==> src/rtl/signature_compactor.sv <==
// signature_compactor: frames NUM_SAMPLES valid 8-bit samples into one 16-bit MISR signature (ports: clk, clear, start, in_valid, cct_output -> signature, sample_count, busy, done)
module signature_compactor #(
  parameter logic [15:0] SEED        = 16'h0000,
  parameter logic [15:0] POLY        = 16'h1021,
  parameter int          NUM_SAMPLES = 256,
  parameter int          CNT_W       = $clog2(NUM_SAMPLES + 1)
) (
  input  logic             clk,
  input  logic             clear,
  input  logic             start,
  input  logic             in_valid,
  input  logic [7:0]       cct_output,
  output logic [15:0]      signature,
  output logic [CNT_W-1:0] sample_count,
  output logic             busy,
  output logic             done
);
  localparam logic [1:0] IDLE = 2'b00, RUN = 2'b01, DONE = 2'b10;
  logic [1:0]       state_q, state_d;
  logic [15:0]      sig_q, sig_d;
  logic [CNT_W-1:0] cnt_q, cnt_d;
  logic             last;
  always_ff @(posedge clk) begin
    if (clear) begin
      state_q <= IDLE;
      sig_q   <= 16'h0000;
      cnt_q   <= '0;
    end else begin
      state_q <= state_d;
      sig_q   <= sig_d;
      cnt_q   <= cnt_d;
    end
  end
  assign last = cnt_q == CNT_W'(NUM_SAMPLES - 1);
  always_comb begin
    state_d = state_q;
    sig_d   = sig_q;
    cnt_d   = cnt_q;
    case (state_q)
      RUN: if (in_valid) begin
        sig_d   = {sig_q[14:0], 1'b0} ^ (sig_q[15] ? POLY : 16'h0000) ^ {8'h00, cct_output};
        cnt_d   = cnt_q + CNT_W'(1);
        state_d = last ? DONE : RUN;
      end
      IDLE, DONE: if (start) begin
        sig_d   = SEED;
        cnt_d   = '0;
        state_d = RUN;
      end
      default: state_d = IDLE;
    endcase
  end
  always_comb begin
    signature    = sig_q;
    sample_count = cnt_q;
    busy         = state_q == RUN;
    done         = state_q == DONE;
  end
endmodule
==> config.mk <==
export PLATFORM = sky130hd
export DESIGN_NAME = signature_compactor
export DESIGN_NICKNAME = d
export VERILOG_FILES = /design/src/rtl/signature_compactor.sv
export SDC_FILE = /design/constraint.sdc
export NUM_CORES = 1
export LEC_CHECK = 0
export CORE_ASPECT_RATIO = 0.6
export CORE_MARGIN = 2
export CORE_UTILIZATION = 50
export CTS_CLUSTER_SIZE = 20
export DETAILED_ROUTE_END_ITERATION = 7
export GPL_TIMING_DRIVEN = 1
export PLACE_DENSITY = 0.94
export SETUP_SLACK_MARGIN = 0.05
export SYNTH_ARGS = -nofsm -noshare
export SYNTH_HDL_FRONTEND = slang
export SYNTH_SLANG_ARGS = --single-unit
==> constraint.sdc <==
create_clock -name clk -period 2.3 [get_ports clk]
set_input_delay 0.46 -clock clk [delete_from_list [all_inputs] [get_ports clk]]
set_output_delay 0.46 -clock clk [all_outputs]
set_load 0.05 [all_outputs]
After elaboration in Yosys (flattened, before gate mapping)
Cells that the tools add are included.
{"block": "op_classes", "add_sub_neg": 1, "n_eq_ne": 5, "n_mux": 11, "bitwise": 2, "n_reduce_logical": 5}
{"cell": "16-bit two-way mux", "count": 2}
{"cell": "16-bit case mux with 2 select lines", "count": 1}
{"cell": "9-bit two-way mux", "count": 2}
{"cell": "9-bit case mux with 2 select lines", "count": 1}
{"cell": "16-bit by 13-bit bitwise XOR with 16-bit output", "count": 1}
{"cell": "16-bit by 8-bit bitwise XOR with 16-bit output", "count": 1}
{"cell": "13-bit two-way mux", "count": 1}
{"cell": "9-bit by 1-bit adder with 9-bit output, second input constant", "count": 1}
{"cell": "9-bit by 8-bit == test with 1-bit output, second input constant", "count": 1}
{"cell": "2-bit two-way mux", "count": 3}
{"cell": "2-bit inequality test, second input constant", "count": 2}
{"cell": "2-bit case mux with 2 select lines", "count": 1}
{"cell": "3-bit AND reduction", "count": 1}
{"cell": "2-bit by 1-bit == test with 1-bit output, second input constant", "count": 1}
{"cell": "2-bit == test, second input constant", "count": 1}
{"cell": "2-bit logical NOT", "count": 1}
{"cell": "2-bit AND reduction", "count": 1}
{"cell": "2-bit nonzero test", "count": 1}
{"cell": "2-bit OR reduction", "count": 1}
{"block": "totals", "reg_bits": 27, "inputBits": 12, "wordCells": 27}

Depth between registers and ports, before layout
Gate-level depths: netlist of run 1.
{"block": "depth", "word_depth": 5, "depth_mapped": 7, "depth_no_buf": 7}

Worst setup path before layout of run 1
Ideal clock, no wire load.
{"block": "synth_path", "path_type": "flip-flop to output port", "startpoint": "register state_q[0]", "endpoint": "output port busy", "arrival_time_ps": 1323, "required_time_ps": 1840, "slack_ps": 517, "stages_incl_launch_ff": 3, "path_buffers": 1, "path_cell_list": "dfxtp_1 -> buf_2 -> nor2b_1"}
{"block": "synth_between", "elab_chain_cells": 1}
{"item": "start: declaration", "line": "19", "text": "logic [1:0] state_q, state_d;"}
{"item": "start signal: assignment", "line": "29", "text": "state_q <= state_d;"}
{"item": "2-bit by 1-bit == test with 1-bit output", "line": "56", "text": "busy = state_q == RUN;"}
{"item": "end: declaration", "line": "15", "text": "output logic busy,"}
No other way between the ends.

Worst setup path after layout of run 1
{"block": "layout_path", "startpoint": "register state_q[1]", "endpoint": "output port done"}
{"block": "layout_between", "elab_chain_cells": 1}
{"item": "2-bit == test", "line": "57", "text": "done = state_q == DONE;"}
{"item": "end: declaration", "line": "16", "text": "output logic done"}
No other way between the ends.

==> results of run 1 <==
## sequential cells by signal, indices dropped and copies added (netlist names)
| name | cells |
|---|---|
| signature | 16 |
| sample_count | 9 |
| state_q | 2 |
## routing by layer
metal | global-route usage [%] | share of wire [%]
met1 | 25.8 | 43
met5 | 0 | 0
met4 | 8.46 | 1.3
met3 | 5.58 | 6.6
met2 | 37.4 | 49
## worst reg2reg max path: stages, from the launching register on
cell and delay [ps]:
dfxtp_1 320, buf_4 180, nand2b_1 410, a211oi_1 480
mux2i_1 230
## cells by family (layout without fill, tap and decap cells)
| group | Yosys count | after routing |
|---|---|---|
| xor+xnor | 9 | 9 |
| fa+ha+maj | 2 | 2 |
| mux | 4 | 4 |
| compound gates | 30 | 30 |
| buf+inv | 16 | 52 |
| simple gates | 63 | 63 |
| flops | 27 | 27 |
## area by class of cell
cell class                 count  area (um^2)  area share, %
sequential                    27          541           30.8
timing repair buffer          44          423           24.1
clock buffer                   3         41.3           2.35
tap                           32         40.0           2.28
clock inverter                 1         7.51          0.428
multi-input combinational    108          687           39.2
inverter                       4         15.0          0.856
## power by group through the flow
stage	Combinational (mW)	Sequential [mW]	Clock, mW
finish	0.121	0.476	0.282
global route	0.131	0.477	0.298
CTS	0.121	0.476	0.285
detailed placement	0.121	0.487	0
global placement	0.117	0.487	0
floorplan	0.0684	0.499	0
## worst max path at each step
stage,start,end,slack (ps),depth (start not counted)
floorplan,state_q[0],busy,520,2
global placement,start,sample_count[6],420,4
detailed placement,start,sample_count[5],300,4
CTS,state_q[1],done,170,2
global route,state_q[1],done,100,2
finish,state_q[1],done,170,2
## metrics by stage
stage                     utilization [%]  instances
final                                70.0        219
after global routing                 70.0        219
after detailed placement             68.1        215
after global placement               68.1        215
after CTS                            70.0        219
after floorplan                         -        151
## cell usage in the layout, fill, tap and decap left out, types with 2 or more instances in the layout
| cell | n |
|---|---|
| xor2_1 | 8 |
| nor2b_1 | 2 |
| a21oi_1 | 21 |
| clkbuf_8 | 3 |
| nand3_1 | 36 |
| clkdlybuf4s50_1 | 37 |
| nand2b_1 | 3 |
| nor2_1 | 2 |
| a211oi_1 | 2 |
| nand2_1 | 13 |
| nand3b_1 | 4 |
| mux2i_1 | 4 |
| ha_1 | 2 |
| dfxtp_1 | 27 |
| buf_4 | 7 |
| inv_1 | 4 |
==> impl_metrics.json, run 1 <==
{
  "postCtsSetupBuffers": 0,
  "syn_nets": 165,
  "core_area_um2": 2500,
  "holdWs_ps": 475,
  "track_usage_pct": 21.4,
  "start_util_pct": 52.6,
  "ys_ff_latch": 27,
  "synth_common_cells": "nand3_1, dfxtp_1, a21oi_1",
  "synth_compound_area_share_pct": 14.8,
  "row_count": 14,
  "clk_pin_slew_ps": 100,
  "whs_path_depth": 2,
  "critical_path.startpoint_type": "flop",
  "dieArea_um2": 3080,
  "final_layout_size_suffix_gt1_share_pct": 6.95,
  "crit_path_end_kind": "output pin",
  "path_cells": "nor2b_1, clkdlybuf4s50_1",
  "grt_pass1_vias": 1185,
  "place_congestion": 0.865,
  "final.fill_count": 200,
  "vias_per_cell": 5.79,
  "cpMaxStageDelayCell": "clkdlybuf4s50_1",
  "power_switching_share_pct": 27.0,
  "syn_to_final_growth_pct": 33.0,
  "p_leak_nw": 0.610,
  "cts_buffers": 3,
  "reg2reg_depth": 4,
  "routedWlPerCell_um": 14.2,
  "tns_ps": 0,
  "drv_cap": 0,
  "crit_type": "reg2out",
  "final_max_slew_viol_count": 0,
  "grt_setup_unrepaired": "no",
  "cts_htree_levels": 1,
  "gr-total-overflow": 0,
  "setup_viol": 0,
  "synth_top_area_share_pct": 41.0,
  "cp_data_required_time_ps": 1840,
  "yosysSeqAreaShare_pct": 41.0,
  "worstPathArrival_ps": 1670,
  "synth.area.mux_share_pct": 3.04,
  "fin_nets": 202,
  "sequentialPowerShare_pct": 54.2,
  "hold_class": "reg2reg",
  "cts.path.max_buffers": 2,
  "drt-pass1-iter-count": 4,
  "cts-hold-fix-buffers": 0,
  "ir_drop_mv": 0.282,
  "synth_async_sr_flop_share_pct": 0,
  "min-delay-start": "signature[13]",
  "worst_pin_slew_ps": 565,
  "grt_max_degree": 22,
  "period_minus_slack_ps": 2130,
  "synth_top_flop_cell": "dfxtp_1",
  "pre_cts_ws_ps": 303,
  "io_pins": 39,
  "die_w_um": 70.3,
  "post-route-period-util_pct": 92.5,
  "diodes": 0,
  "cts-root-buf": "clkbuf_8",
  "p_int_mw": 0.642,
  "status": "completed",
  "fmax_mhz": 470,
  "dp_hpwl_um": 2200,
  "yosys.area_share.adder_pct": 1.90,
  "clock_latency_ps": 280,
  "synth_xor_area_share_pct": 7.12,
  "worst_slack_ps": 173,
  "cp_max_fo": 4,
  "yosys.area.top_type": "dfxtp_1",
  "ctsResizeCount": 0,
  "slew-limit-headroom_pct": 62.4,
  "synth_area_um2": 1320,
  "skew_ps": 4.40,
  "switchingPower_mw": 0.237,
  "fin_area_um2": 1750,
  "synth_area_leaders": "dfxtp_1, nand3_1, a21oi_1",
  "syn_inst": 151,
  "rrSetupSlack_ps": 620,
  "max_stage_delay_ps": 820,
  "synthDistinctLibCells": 28,
  "dieHeight_um": 43.8,
  "synth.avg_cell_area_um2": 8.73,
  "synth_edf_count": 0,
  "powerDensity_nw_per_um2": 501,
  "r2r_start": "state_q[0]",
  "drc": 0,
  "placed_area_um2": 1710,
  "clock_power_share_pct": 32.0,
  "grt_antenna_before_repair": 0,
  "hold_path_end": "signature[14]",
  "yosysWarnings": 0,
  "combPwrFrac_pct": 13.8,
  "port_buffers": 38,
  "synth_top_family_by_area": "simple AND/OR/NAND/NOR gates",
  "routed_wl_um": 3120,
  "r2r-end": "sample_count[5]",
  "first_iter_violations": 97,
  "vias": 1267,
  "cp_top_family": "buffers and inverters",
  "critPathBufInv": 1,
  "hold_viol_final": 0,
  "grt_pass1_wl_um": 5190,
  "ant_nets": 0,
  "cts_tree": "done",
  "synth-simple-area-share_pct": 25.2,
  "yosys.cell_count.top_type": "nand3_1",
  "finalPower_mw": 0.879,
  "cts.sinks": 27
}
No activity file was read; power rests on OpenSTA's default activity.
==> inputs of run 2 (changes only) <==
--- a/config.mk
+++ b/config.mk
@@ -13,6 +13,7 @@
 export GPL_TIMING_DRIVEN = 1
 export PLACE_DENSITY = 0.94
 export SETUP_SLACK_MARGIN = 0.05
+export SLEW_MARGIN = 20
 export SYNTH_ARGS = -nofsm -noshare
 export SYNTH_HDL_FRONTEND = slang
 export SYNTH_SLANG_ARGS = --single-unit
==> constraint.sdc (replaced) <==
create_clock -name clk -period 2.66 [get_ports clk]
set_input_delay 0.532 -clock clk [delete_from_list [all_inputs] [get_ports clk]]
set_output_delay 0.532 -clock clk [all_outputs]
set_load 0.05 [all_outputs]
==> impl_metrics.json, run 2 (synthesized netlist as in run 1, its figures left out) <==
{
  "clock_latency_ps": 280,
  "row_count": 14,
  "cts.sinks": 27,
  "gr-total-overflow": 0,
  "final_common_cell": "clkdlybuf4s50_1",
  "drv_cap": 0,
  "cts.path.max_buffers": 2,
  "cpMaxStageDelayCell": "clkdlybuf4s50_1",
  "grt_antenna_before_repair": 0,
  "diodes": 0,
  "cts-root-buf": "clkbuf_8",
  "critical_path.startpoint_type": "flop",
  "first_iter_violations": 130,
  "final_max_slew_viol_count": 0,
  "grt_pass1_vias": 1130,
  "place_congestion": 0.818,
  "r2r-end": "signature[8]",
  "largest_register_ffs": 16,
  "dieHeight_um": 43.8,
  "powerDensity_nw_per_um2": 431,
  "crit_type": "reg2out",
  "reg2reg_depth": 4,
  "min-delay-start": "signature[13]",
  "layout_common_cells": "clkdlybuf4s50_1, nand3_1, dfxtp_1, a21oi_1, nand2_1",
  "r2r_start": "state_q[0]",
  "final_layout_size_suffix_gt1_share_pct": 5.41,
  "routed_wl_um": 3180,
  "hold_path_end": "signature[14]",
  "cts_buffers": 3,
  "drc": 0,
  "cts_tree": "done",
  "p_leak_nw": 0.603,
  "worstPathArrival_ps": 1920,
  "tns_ps": 0,
  "grt_max_degree": 27,
  "period_minus_slack_ps": 2460,
  "ir_drop_mv": 0.196,
  "port_buffers": 38,
  "start_util_pct": 52.6,
  "io_pins": 39,
  "die_w_um": 70.3,
  "whs_path_depth": 2,
  "dieArea_um2": 3080,
  "core_area_um2": 2500,
  "slew-limit-headroom_pct": 65.9,
  "cts-hold-fix-buffers": 0,
  "hold_viol_final": 0,
  "hold_class": "reg2reg",
  "rrSetupSlack_ps": 920,
  "cts_htree_levels": 1,
  "grt_pass1_wl_um": 5230,
  "setup_viol": 0,
  "max_stage_delay_ps": 820,
  "cp_max_fo": 13,
  "crit_path_end_kind": "output pin",
  "dp_hpwl_um": 2200,
  "status": "completed",
  "grt_setup_unrepaired": "no",
  "ant_nets": 0,
  "vias": 1230,
  "cp_data_required_time_ps": 2130,
  "skew_ps": 4.13,
  "critPathBufInv": 1,
  "ctsResizeCount": 0,
  "routedWlPerCell_um": 14.6,
  "clk_pin_slew_ps": 90,
  "drt-pass1-iter-count": 4,
  "cp_top_family": "buffers and inverters",
  "post-route-period-util_pct": 92.3,
  "postCtsSetupBuffers": 0,
  "fin_nets": 200,
  "path_cells": "nor2b_1, clkdlybuf4s50_1",
  "track_usage_pct": 22.3,
  "worst_pin_slew_ps": 510,
  "vias_per_cell": 5.67,
  "fmax_mhz": 407,
  "finalPower_mw": 0.750,
  "syn_to_final_growth_pct": 31.9
}
run 2: tightest hold or removal path: cells and delay by family, from the launching register on:
family,cells,cell delay (ps)
flip-flops,1,330
AND/OR/NAND/NOR,1,50
AO/OA/AOI/OAI,1,50
run 2: worst max path at each step:
stage                    start    to  slack (ps)  cells after the start
finish              state_q[0]  busy         200                      2
global route        state_q[0]  busy         110                      2
CTS                 state_q[0]  busy         210                      2
detailed placement  state_q[0]  busy         530                      2
global placement    state_q[0]  busy         550                      2
floorplan           state_q[0]  busy         800                      2
run 2: cell type report:
class                      instances  area, um^2
multi-input combinational        108         687
clock buffer                       3        41.3
inverter                           4        15.0
timing repair buffer              42         410
clock inverter                     1        5.00
sequential                        27         541
fill                             185         766
tap                               32        40.0
run 2: routing by layer:
layer	wire length [um]	GRT usage, %	part of all wire [%]	vias to the layer above
met1	1460	29.5	46	575
met3	214	6.28	6.7	6
li1	-	-	-	598
met5	0	0	0	-
met4	65	10.8	2.0	0
met2	1440	34.2	45	51
run 2: stage by stage:
stage          cells  worst slack, ps  utilization (%)  hold WS, ps  cell area (um^2)
3_5_place_dp     213              525             67.6          472              1690
4_1_cts          217              211             69.4          487              1740
3_3_place_gp     213              553             67.6          456              1690
5_1_grt          217              113             69.4          518              1740
2_1_floorplan    151              805                -          601              1320
6_report         217              204             69.4          483              1740
run 2: report_power, final:
group	total [mW]	internal, mW	switching [mW]
Sequential	0.416	0.408	0.00765
Combinational	0.0983	0.0379	0.0604
Clock	0.236	0.105	0.131
Total	0.750	0.551	0.199
==> inputs of run 3 (changes only) <==
--- a/config.mk
+++ b/config.mk
@@ -6,12 +6,12 @@
 export NUM_CORES = 1
 export LEC_CHECK = 0
 export CORE_ASPECT_RATIO = 0.6
-export CORE_MARGIN = 2
-export CORE_UTILIZATION = 50
+export CORE_MARGIN = 3
+export CORE_UTILIZATION = 25
 export CTS_CLUSTER_SIZE = 20
 export DETAILED_ROUTE_END_ITERATION = 7
 export GPL_TIMING_DRIVEN = 1
-export PLACE_DENSITY = 0.94
+export PLACE_DENSITY = 0.58
 export SETUP_SLACK_MARGIN = 0.05
 export SLEW_MARGIN = 20
 export SYNTH_ARGS = -nofsm -noshare
==> impl_metrics.json, run 3 (synthesized netlist as in run 1, its figures left out) <==
{
  "status": "completed",
  "layout_common_cells": "clkdlybuf4s50_1, nand3_1, dfxtp_1, a21oi_1, nand2_1",
  "row_count": 19,
  "dieArea_um2": 6210,
  "final_max_slew_viol_count": 0,
  "final_common_cell": "clkdlybuf4s50_1",
  "slew-limit-headroom_pct": 65.7,
  "worst_pin_slew_ps": 513,
  "grt_antenna_before_repair": 0,
  "syn_to_final_growth_pct": 34.9,
  "final_cells": 248,
  "worstPathArrival_ps": 1790,
  "port_buffers": 38,
  "grt_setup_unrepaired": "no",
  "seqCellArea_um2": 541,
  "power_switching_share_pct": 25.8,
  "sequentialPowerShare_pct": 55.9,
  "routedWlPerCell_um": 13.3,
  "cts.sinks": 27,
  "gr-total-overflow": 0,
  "multi_input_area_um2": 687,
  "grt_pass1_vias": 1043,
  "p_leak_nw": 0.614,
  "fmax_mhz": 431,
  "cts_buffers": 3,
  "grt_pass1_wl_um": 5420,
  "clock_latency_ps": 270,
  "drt-pass1-iter-count": 4,
  "switchingPower_mw": 0.192,
  "start_util_pct": 27.3,
  "routed_wl_um": 3290,
  "core_area_um2": 4830,
  "crit_path_end_kind": "output pin",
  "ir_drop_mv": 0.232,
  "cts.path.max_buffers": 2,
  "placedCellCount": 244,
  "place_congestion": 0.784,
  "diodes": 0,
  "combPwrFrac_pct": 13.3,
  "track_usage_pct": 10.7,
  "clock_power_share_pct": 30.8,
  "hold_viol_final": 0,
  "post-route-period-util_pct": 87.3,
  "grt_max_degree": 29,
  "vias_per_cell": 4.70,
  "dp_hpwl_um": 2310,
  "skew_ps": 5.32,
  "period_minus_slack_ps": 2320,
  "dieHeight_um": 62.3,
  "setup_viol": 0,
  "clk_pin_slew_ps": 90,
  "critical_path.startpoint_type": "flop",
  "p_int_mw": 0.553,
  "crit_type": "reg2out",
  "cts-root-buf": "clkbuf_8",
  "final.fill_count": 505,
  "largest_register_ffs": 16,
  "cts_tree": "done",
  "ant_nets": 0,
  "drv_cap": 0,
  "cts_htree_levels": 1,
  "io_pins": 39,
  "fin_nets": 200,
  "cp_max_fo": 13,
  "die_w_um": 99.8,
  "first_iter_violations": 57,
  "final_layout_size_suffix_gt1_share_pct": 4.86,
  "vias": 1166,
  "hold_class": "reg2reg",
  "drc": 0,
  "powerDensity_nw_per_um2": 419,
  "postCtsSetupBuffers": 0,
  "cp_data_required_time_ps": 2130,
  "tns_ps": 0
}
-- run 3: layout make-up --
cell class | count | area share [%]
Sequential cell | 27 | 30.4
Clock buffer | 4 | 2.53
Multi-Input combinational cell | 108 | 38.6
Tap cell | 63 | 4.43
Inverter | 4 | 0.844
Timing Repair Buffer | 42 | 23.2
-- run 3: power groups by stage --
stage	clock [mW]	sequential (mW)	combinational, mW
global route	0.255	0.417	0.107
finish	0.230	0.416	0.0991
detailed placement	0	0.426	0.0996
global placement	0	0.425	0.0999
CTS	0.240	0.416	0.100
floorplan	0	0.431	0.0591
-- run 3: per-stage QoR --
stage          area (um^2)  total power [mW]  util, %  hold slack, ps  setup WS [ps]
6_report              1780             0.745     36.9             482            338
3_5_place_dp          1730             0.525     35.9             475            491
4_1_cts               1780             0.757     36.8             490            162
2_1_floorplan         1320             0.490        -             601            805
5_1_grt               1780             0.779     36.9             514            242
3_3_place_gp          1730             0.525     35.9             463            501
-- run 3: timing repair --
action / 4_1_cts / 5_1_grt
resized for setup: 0 / 1
setup endpoints to repair: 0 / 1
endpoints found under the hold margin: 0 / 0
hold buffers: 0 / 0
-- run 3: path summary, 6_finish.rpt --
check,startpoint,endpoint,slack [ps],cells after the start
setup / recovery,state_q[0],done,340,2
hold / removal,signature[9],signature[10],480,2
setup reg to reg,state_q[0],sample_count[6],930,3
hold reg to reg,signature[9],signature[10],480,2
-- run 3: worst max-delay path, stage by stage (launching register included) --
cell	delay, ps
dfxtp_1	470
nor2b_1	220
clkdlybuf4s50_1	830
-- run 3: layer usage --
| layer | GRT usage, % | vias to the layer above | wire length (um) |
|---|---|---|---|
| met4 | 1.53 | 0 | 11 |
| li1 | - | 601 | - |
| met5 | 0 | - | 0 |
| met3 | 4.14 | 2 | 249 |
| met2 | 12.7 | 31 | 1190 |
| met1 | 17.5 | 532 | 1840 |
==> RTL edit (config.mk and constraints of run 3) <==
Change the parameter `NUM_SAMPLES` from 256 to 512.
--- a/src/rtl/signature_compactor.sv
+++ b/src/rtl/signature_compactor.sv
@@ -2,7 +2,7 @@
 module signature_compactor #(
   parameter logic [15:0] SEED        = 16'h0000,
   parameter logic [15:0] POLY        = 16'h1021,
-  parameter int          NUM_SAMPLES = 256,
+  parameter int          NUM_SAMPLES = 512,
   parameter int          CNT_W       = $clog2(NUM_SAMPLES + 1)
 ) (
   input  logic             clk,
Interface: changed (resized sample_count); port bits go from 39 to 40. The function was not compared with the original's and may differ.
==> RTL edit against run 3 <==
- cell area is 0.21% higher
- wire length fell by 6.2%
- critical path depth rose by 1
- sequential cell count up 1
- total power grew 16%
- area after synthesis fell by 4.6%
- setup slack got worse by 47 ps
- register-to-register slack better by 140 ps
==> RTL edit: results <==
export IMPL_io_buffers=39
export IMPL_post_place_ws_ps=577
export IMPL_layout_setup_ws_ps=291
export IMPL_hp_class="reg -> reg"
export IMPL_clk_latency_ps=270
export IMPL_place_inst=236
export IMPL_ys_seq_area_frac=0.446
export IMPL_numCtsBuffers=3
export IMPL_synth_cell_type_count=26
export IMPL_grt_usage=0.105
export IMPL_hold_ws_ps=485
export IMPL_grt_pass1_wl_um=4890
export IMPL_async_flop_share=0
export IMPL_postRouteAntennaNets=0
export IMPL_netlist_top_cells_count="dfxtp_1 (28), nor2_1 (21), a21oi_1 (11), nand2_1 (11), nand3_1 (11)"
export IMPL_post_cts_buffers=0
export IMPL_gr_usage_met3=0.0333
export IMPL_fill_cells=493
export IMPL_path_max_fanout=12
export IMPL_syn_inst=138
export IMPL_drt_iter0_drc=49
export IMPL_max_vdd_ir_drop_v=0.000199
export IMPL_status="complete, no violations"
export IMPL_gp_congestion=0.745
export IMPL_grt_pass1_vias=961
export IMPL_yosys_warnings=0
export IMPL_cp_slowest_stage_delay_ps=840
export IMPL_clk_pin_slew_ps=90
export IMPL_syn2layout_area_growth_pct=41.8
export IMPL_synthesis_nets=151
export IMPL_vias_per_cell=4.38
export IMPL_ctsHoldBuffers=0
export IMPL_r2r_slack_ps=1070
export IMPL_grt_use_met2=0.138
export IMPL_crit_family="buffers and inverters"
export IMPL_use_met1=0.159
export IMPL_clock_skew_ps=3.18
export IMPL_p_leak_nw=0.607
export IMPL_hold_viol=0
export IMPL_grt_max_degree=21
export IMPL_max_slew_margin=0.655
export IMPL_hpwl_um=2230
export IMPL_worstPathArrival_ps=1840
export IMPL_nets=191
export IMPL_dr_pass1_iters=4
export IMPL_final_setup_viol_count=0
export IMPL_wl_um=3090
export IMPL_wl_per_cell_um=12.9
export IMPL_synthTopCellsByArea="dfxtp_1 (45%), nor2_1 (6.3%), xnor2_1 (6.3%)"
export IMPL_layout_drive_gt1_share=0.0791
export IMPL_placed_area_mm2=0.00171
[RTL edit: cell types whose count changed after synthesis, sizes merged, moves of 4 or more]
cell	before	now
nand3	36	12
nor2	2	22
nand3b	5	1
mux2i	4	0
a22oi	1	10
buf	9	5
xnor2	0	9
a21oi	21	11
[RTL edit: cell families (layout without fill, tap and decap cells)]
group,count (synthesis),count (layout),share of synthesized area
buf+inv,10,49,0.0418
compound gates,28,28,0.172
fa+ha+maj,1,1,0.00995
xor+xnor,18,18,0.125
flops,28,28,0.446
simple gates,53,53,0.205
[RTL edit: tightest hold or removal path, stage by stage, from the launching register on]
cell     delay (ps)
dfxtp_1         340
nand2_1          60
a21oi_1          50
[RTL edit: cell type report]
class                      count  share of cell area
clock buffer                   3              0.0232
clock inverter                 1              0.0168
inverter                       2             0.00421
multi-input combinational    100               0.361
sequential                    28               0.314
tap                           63              0.0442
timing repair buffer          43               0.236
[RTL edit: per-layer routing]
metal / vias to the layer above / part of all wire
met1: 481 / 0.57
met3: 0 / 0.043
met2: 22 / 0.38
met5: - / 0
met4: 0 / 0
li1: 549 / -
[RTL edit: report_power, final]
part	leakage [nW]	internal, W	switching [W]	total (W)
logic	0.346	0.0000382	0.0000613	0.0000995
clock network	0.0357	0.000201	0.000133	0.000335
registers	0.226	0.000423	0.00000397	0.000427
[RTL edit: final timing paths]
kind                          end  depth (start not counted)         start
hold reg to reg      signature[0]                          2  signature[0]
hold / removal       signature[0]                          2  signature[0]
setup reg to reg  sample_count[9]                          5    state_q[0]
setup / recovery             done                          3    state_q[0]
